### src/rtl/vga_if.sv
// Pixel-scan interface: raster position, sync levels and frame event pulses.
// The timing generator drives the master side; the graphics wrapper reads
// the slave side. There is no handshake: every field is a registered level
// or a one-cycle pulse, valid in each cycle of the pixel clock.
interface vga_if #(
  parameter int W = 10
);
  logic [W-1:0] X;
  logic [W-1:0] Y;
  logic         hsync;
  logic         vsync;
  logic         video_on;
  logic         line_start;
  logic         frame_start;
  logic         vblank_start;
  logic [7:0]   frame_count;

  modport master (
    output X, Y, hsync, vsync, video_on,
    output line_start, frame_start, vblank_start, frame_count
  );

  modport slave (
    input X, Y, hsync, vsync, video_on,
    input line_start, frame_start, vblank_start, frame_count
  );
endinterface

### src/rtl/vga_timing_generator.sv
// Raster timing generator, 640x480@60 by default (800 x 525 clocks/frame).
// Every output is decoded from the next X/Y value and registered, so all
// flags and pulses line up with the X/Y shown in the same cycle.
module vga_timing_generator #(
  parameter int PIXEL_DISPLAY_BIT = 9,
  parameter int H_VISIBLE         = 640,
  parameter int H_FRONT           = 16,
  parameter int H_SYNC            = 96,
  parameter int H_BACK            = 48,
  parameter int V_VISIBLE         = 480,
  parameter int V_FRONT           = 10,
  parameter int V_SYNC            = 2,
  parameter int V_BACK            = 33,
  parameter bit SYNC_ACTIVE       = 1'b0
) (
  input  logic clock_25,
  input  logic reset,
  vga_if.master vga
);

  localparam int W       = PIXEL_DISPLAY_BIT + 1;
  localparam int H_TOTAL = H_VISIBLE + H_FRONT + H_SYNC + H_BACK;
  localparam int V_TOTAL = V_VISIBLE + V_FRONT + V_SYNC + V_BACK;

  localparam logic [W-1:0] H_LAST   = W'(H_TOTAL - 1);
  localparam logic [W-1:0] V_LAST   = W'(V_TOTAL - 1);
  localparam logic [W-1:0] H_VIS    = W'(H_VISIBLE);
  localparam logic [W-1:0] V_VIS    = W'(V_VISIBLE);
  localparam logic [W-1:0] HS_START = W'(H_VISIBLE + H_FRONT);
  localparam logic [W-1:0] HS_END   = W'(H_VISIBLE + H_FRONT + H_SYNC);
  localparam logic [W-1:0] VS_START = W'(V_VISIBLE + V_FRONT);
  localparam logic [W-1:0] VS_END   = W'(V_VISIBLE + V_FRONT + V_SYNC);

  logic [W-1:0] x_q, y_q;
  logic [W-1:0] x_next, y_next;
  logic         x_wrap, y_wrap;
  logic         hsync_q, vsync_q, video_on_q;
  logic         line_start_q, frame_start_q, vblank_start_q;
  logic [7:0]   frame_count_q;

  // Next raster position; >= makes any out-of-range value fall back to 0.
  always_comb begin
    x_wrap = (x_q >= H_LAST);
    y_wrap = (y_q >= V_LAST);
    x_next = x_wrap ? '0 : x_q + 1'b1;
    y_next = y_q;
    if (x_wrap) begin
      y_next = y_wrap ? '0 : y_q + 1'b1;
    end
  end

  // Counters and every port-facing flag, registered from the next position.
  always_ff @(posedge clock_25) begin
    if (reset) begin
      x_q            <= '0;
      y_q            <= '0;
      hsync_q        <= ~SYNC_ACTIVE;
      vsync_q        <= ~SYNC_ACTIVE;
      video_on_q     <= 1'b1;
      line_start_q   <= 1'b0;
      frame_start_q  <= 1'b0;
      vblank_start_q <= 1'b0;
      frame_count_q  <= 8'd0;
    end else begin
      x_q            <= x_next;
      y_q            <= y_next;
      hsync_q        <= (x_next >= HS_START && x_next < HS_END) ? SYNC_ACTIVE : ~SYNC_ACTIVE;
      vsync_q        <= (y_next >= VS_START && y_next < VS_END) ? SYNC_ACTIVE : ~SYNC_ACTIVE;
      video_on_q     <= (x_next < H_VIS) && (y_next < V_VIS);
      line_start_q   <= x_wrap;
      frame_start_q  <= x_wrap && y_wrap;
      vblank_start_q <= x_wrap && (y_next == V_VIS);
      if (x_wrap && y_wrap) begin
        frame_count_q <= frame_count_q + 8'd1;
      end
    end
  end

  assign vga.X            = x_q;
  assign vga.Y            = y_q;
  assign vga.hsync        = hsync_q;
  assign vga.vsync        = vsync_q;
  assign vga.video_on     = video_on_q;
  assign vga.line_start   = line_start_q;
  assign vga.frame_start  = frame_start_q;
  assign vga.vblank_start = vblank_start_q;
  assign vga.frame_count  = frame_count_q;

endmodule

### src/flat_wrapper.sv
// flat-port wrapper written by rule: the top's interface ports become plain ports
module vga_timing_generator_flat 
#(
  parameter int PIXEL_DISPLAY_BIT = 9,
  parameter int H_VISIBLE         = 640,
  parameter int H_FRONT           = 16,
  parameter int H_SYNC            = 96,
  parameter int H_BACK            = 48,
  parameter int V_VISIBLE         = 480,
  parameter int V_FRONT           = 10,
  parameter int V_SYNC            = 2,
  parameter int V_BACK            = 33,
  parameter bit SYNC_ACTIVE       = 1'b0
)
  (clock_25, reset, vga_X, vga_Y, vga_hsync, vga_vsync, vga_video_on, vga_line_start, vga_frame_start, vga_vblank_start, vga_frame_count);
  vga_if #(.W(10)) vga_i ();
  input  logic clock_25;
  input  logic reset;
  output wire logic [$bits(vga_i.X)-1:0] vga_X;
  output wire logic [$bits(vga_i.Y)-1:0] vga_Y;
  output wire logic [$bits(vga_i.hsync)-1:0] vga_hsync;
  output wire logic [$bits(vga_i.vsync)-1:0] vga_vsync;
  output wire logic [$bits(vga_i.video_on)-1:0] vga_video_on;
  output wire logic [$bits(vga_i.line_start)-1:0] vga_line_start;
  output wire logic [$bits(vga_i.frame_start)-1:0] vga_frame_start;
  output wire logic [$bits(vga_i.vblank_start)-1:0] vga_vblank_start;
  output wire logic [$bits(vga_i.frame_count)-1:0] vga_frame_count;
  assign vga_X = vga_i.X;
  assign vga_Y = vga_i.Y;
  assign vga_hsync = vga_i.hsync;
  assign vga_vsync = vga_i.vsync;
  assign vga_video_on = vga_i.video_on;
  assign vga_line_start = vga_i.line_start;
  assign vga_frame_start = vga_i.frame_start;
  assign vga_vblank_start = vga_i.vblank_start;
  assign vga_frame_count = vga_i.frame_count;
  vga_timing_generator #(.PIXEL_DISPLAY_BIT(PIXEL_DISPLAY_BIT), .H_VISIBLE(H_VISIBLE), .H_FRONT(H_FRONT), .H_SYNC(H_SYNC), .H_BACK(H_BACK), .V_VISIBLE(V_VISIBLE), .V_FRONT(V_FRONT), .V_SYNC(V_SYNC), .V_BACK(V_BACK), .SYNC_ACTIVE(SYNC_ACTIVE)) u_core (.clock_25(clock_25), .reset(reset), .vga(vga_i));
endmodule
### config.mk
export PLATFORM = sky130hd
export DESIGN_NAME = vga_timing_generator_flat
export DESIGN_NICKNAME = d
export VERILOG_FILES = /design/src/rtl/vga_if.sv /design/src/rtl/vga_timing_generator.sv /design/src/flat_wrapper.sv
export SDC_FILE = /design/constraint.sdc
export NUM_CORES = 1
export LEC_CHECK = 0
export ABC_AREA = 1
export CAP_MARGIN = 10
export CELL_PAD_IN_SITES_DETAIL_PLACEMENT = 1
export CELL_PAD_IN_SITES_GLOBAL_PLACEMENT = 2
export CORE_ASPECT_RATIO = 1.1
export CORE_MARGIN = 2
export CORE_UTILIZATION = 25
export DETAILED_ROUTE_END_ITERATION = 16
export PLACE_DENSITY_LB_ADDON = 0.1
export SETUP_SLACK_MARGIN = 0.2
export SYNTH_ARGS = -nofsm -noshare
export SYNTH_HDL_FRONTEND = slang
export SYNTH_SLANG_ARGS = --single-unit
### constraint.sdc
create_clock -name clock_25 -period 1.6 [get_ports clock_25]
set_input_delay 0.32 -clock clock_25 [delete_from_list [all_inputs] [get_ports clock_25]]
set_output_delay 0.32 -clock clock_25 [all_outputs]
set_load 0.1 [all_outputs]
==> impl_metrics.env <==
export IMPL_netlist_area_sq_um=1830
export IMPL_worst_pin_slew_ns=0.388
export IMPL_setup_viol=1
export IMPL_hold_ws_ns=0.516
export IMPL_p_per_area_nw_per_um2=541
export IMPL_cts_tree="done"
export IMPL_gp_congestion=0.739
export IMPL_fp_row_count=32
export IMPL_port_buffers=35
export IMPL_firstDrtPassIters=4
export IMPL_start_util=0.260
export IMPL_drive_above_1_share=0.578
export IMPL_clk_latency_ns=0.29
export IMPL_syn_to_final_growth_pct=95.7
export IMPL_synth_area_per_cell_sq_um=7.16
export IMPL_grt_overflow=0
export IMPL_layout_commonest_cell="buf_4"
export IMPL_grt_pass1_vias=2233
export IMPL_p_leak_uw=0.00162
export IMPL_cts_sinks=34
export IMPL_synthFlopType="dfxtp_1"
export IMPL_path_clk_slew_ns=0.08
export IMPL_status="finished with violations"
export IMPL_yosysSeqAreaShare=0.372
export IMPL_clockBufferDepth=2
export IMPL_dp_hpwl_um=4590
export IMPL_track_usage=0.173
export IMPL_num_vias=2009
export IMPL_violations="setup timing"
export IMPL_crit_arrival_ns=1.78
export IMPL_worst_path_buf_inv=2
export IMPL_syn_inst=256
export IMPL_synth_warnings=0
export IMPL_cp_required_ns=1.77
export IMPL_cts_hold_fix_buffers=0
export IMPL_crit_chain="ha_4, nand2_4, nor2_8, o21bai_4, buf_6, nand2_2, nand2_2, nor2_2, nand2_1, inv_1, nand3_1"
export IMPL_drtIter0Drc=39
export IMPL_n_antenna_cell=0
export IMPL_cap_violations=0
export IMPL_finalCritPeriodShare=1.00
export IMPL_hold_path_class="reg2reg"
export IMPL_crit_fanout=8
export IMPL_crit_path_top_delay_cell="dfxtp_4"
export IMPL_ys_ff_latch=34
export IMPL_die_area_sq_um=8030
export IMPL_root_buffer="clkbuf_8"
export IMPL_dieWidth_um=85.6
export IMPL_synth_edf_count=0
export IMPL_final_nets=356
export IMPL_irDropWorstVdd_mv=0.342
export IMPL_finClkSkew_ns=0.00972
export IMPL_num_io_pins=36
export IMPL_chipHeight_um=93.8
export IMPL_drc=0
export IMPL_critPathTopFamily="simple AND/OR/NAND/NOR gates"
export IMPL_syn_nets=262
export IMPL_cp_start_kind="flip-flop"
export IMPL_cts_htree_levels=2
export IMPL_fmax_mhz=624
export IMPL_path_class="reg2reg"
export IMPL_rsz0062_at_grt="true"
export IMPL_drv_slew=0
export IMPL_maxSlewHeadroom=0.741
export IMPL_worst_slack_ns=-0.00219
export IMPL_fp_coreArea_sq_um=7050
export IMPL_post_drt_wl_per_cell_um=14.4
export IMPL_synth_distinct_cells=35
export IMPL_endpoint_kind="flip-flop"
export IMPL_cpMostUsedCell="nand2_2"
export IMPL_antenna_found_initial=0
export IMPL_hold_viol=0
export IMPL_place_inst=411
export IMPL_numCtsBuffers=5
export IMPL_fin_crit_ns=1.60
export IMPL_grt_pass1_wl_um=10800
export IMPL_via_per_inst=4.61
export IMPL_synth_async_reset_ratio=0
export IMPL_ant_nets=0
export IMPL_most_common_layout_cells="buf_4 (41), nand2_1 (40), buf_12 (35)"
export IMPL_finalNonFillerCells=436
export IMPL_grt_start_max_net_pins=15
export IMPL_cp_slowest_stage_delay_ns=0.36
export IMPL_wl_um=6300
## layer usage
layer / part of all wire / GRT usage / up-vias
met2: 0.54 / 0.312 / 32
met1: 0.42 / 0.205 / 956
met4: 0.010 / 0.0476 / 0
met5: 0 / 0 / -
met3: 0.028 / 0.0378 / 6
li1: - / - / 1015
## report_power, final
group          total [uW]  switching [uW]  leakage (uW)  internal (uW)
registers             833            6.18      0.000292            827
clock network         963             346     0.0000658            617
logic                 143            88.9       0.00126           54.5
total                1940             441       0.00162           1500
## layout make-up
cell class / instances / area [sq um]
inverters: 32 / 123
repair buffers: 92 / 1190
clock inverters: 3 / 63.8
fillers: 784 / 3460
multi-input cells: 185 / 1280
flip-flops and latches: 34 / 754
well taps: 85 / 106
clock buffers: 5 / 68.8
## stage by stage
step | setup slack, ns | setup TNS (ns) | total power, uW | utilization | instance area (sq um)
floorplan | -0.140 | -0.573 | 925 | - | 1970
global placement | -0.0516 | -0.0639 | 985 | 0.429 | 3030
detailed placement | -0.0823 | -0.151 | 989 | 0.429 | 3030
CTS | -0.0273 | -0.0516 | 1960 | 0.485 | 3420
global route | -0.128 | -0.691 | 2020 | 0.509 | 3580
finish | -0.00219 | -0.00219 | 1940 | 0.509 | 3580
## worst register-to-register path, cell delays in order (launching register included)
cell      delay, ns
dfxtp_4        0.36
ha_4           0.15
nand2_4        0.07
nor2_8         0.13
o21bai_4       0.15
buf_6          0.18
nand2_2        0.06
nand2_2        0.05
nor2_2         0.14
nand2_1        0.09
inv_1          0.05
nand3_1        0.07
## final timing paths
kind	depth (start not counted)	start	end	slack, ns
setup reg to reg	11	u_core.vga.X[1]$_SDFF_PP0_	u_core.vga.vsync$_SDFF_PP1_	-0.002
hold reg to reg	2	u_core.vga.frame_count[2]$_SDFFE_PP0P_	u_core.vga.frame_count[2]$_SDFFE_PP0P_	0.52
setup / recovery	11	u_core.vga.X[1]$_SDFF_PP0_	u_core.vga.vsync$_SDFF_PP1_	-0.002
hold / removal	2	u_core.vga.frame_count[2]$_SDFFE_PP0P_	u_core.vga.frame_count[2]$_SDFFE_PP0P_	0.52
## flip-flops by register name, summed over array words and instances, names as in the netlist
signal / cells
u_core.vga.X: 10
u_core.vga.Y: 10
u_core.vga.frame_count: 8
u_core.vga.frame_start: 1
u_core.vga.hsync: 1
u_core.vga.line_start: 1
u_core.vga.vblank_start: 1
u_core.vga.video_on: 1
u_core.vga.vsync: 1
## synthesized netlist by cell type (3+ instances only)
master | count | area [sq um]
xor2_1 | 3 | 26.3
nand3_1 | 20 | 100
dfxtp_1 | 34 | 681
nand2_2 | 5 | 31.3
ha_1 | 4 | 50.1
o21ai_0 | 9 | 45.0
nor3_1 | 5 | 25.0
a21oi_1 | 9 | 45.0
nor2_2 | 4 | 25.0
nand4_1 | 10 | 62.6
nand2_1 | 57 | 214
inv_1 | 30 | 113
nor2_1 | 36 | 135
## logic make-up (layout without fill, tap and decap cells)
family,count (synthesis),after routing,synth area share
compound gates,26,26,0.0895
buf+inv,37,132,0.0881
flops,34,34,0.372
xor+xnor,4,4,0.0191
simple gates,151,151,0.404
fa+ha+maj,4,4,0.0273
## timing repair
item / CTS / global route
gates resized for setup: 44 / 35
pin swaps: 16 / 9
buffers inserted: 12 / 5
endpoints found under the setup margin: 25 / 32
(Power assumes the default switching activity.)
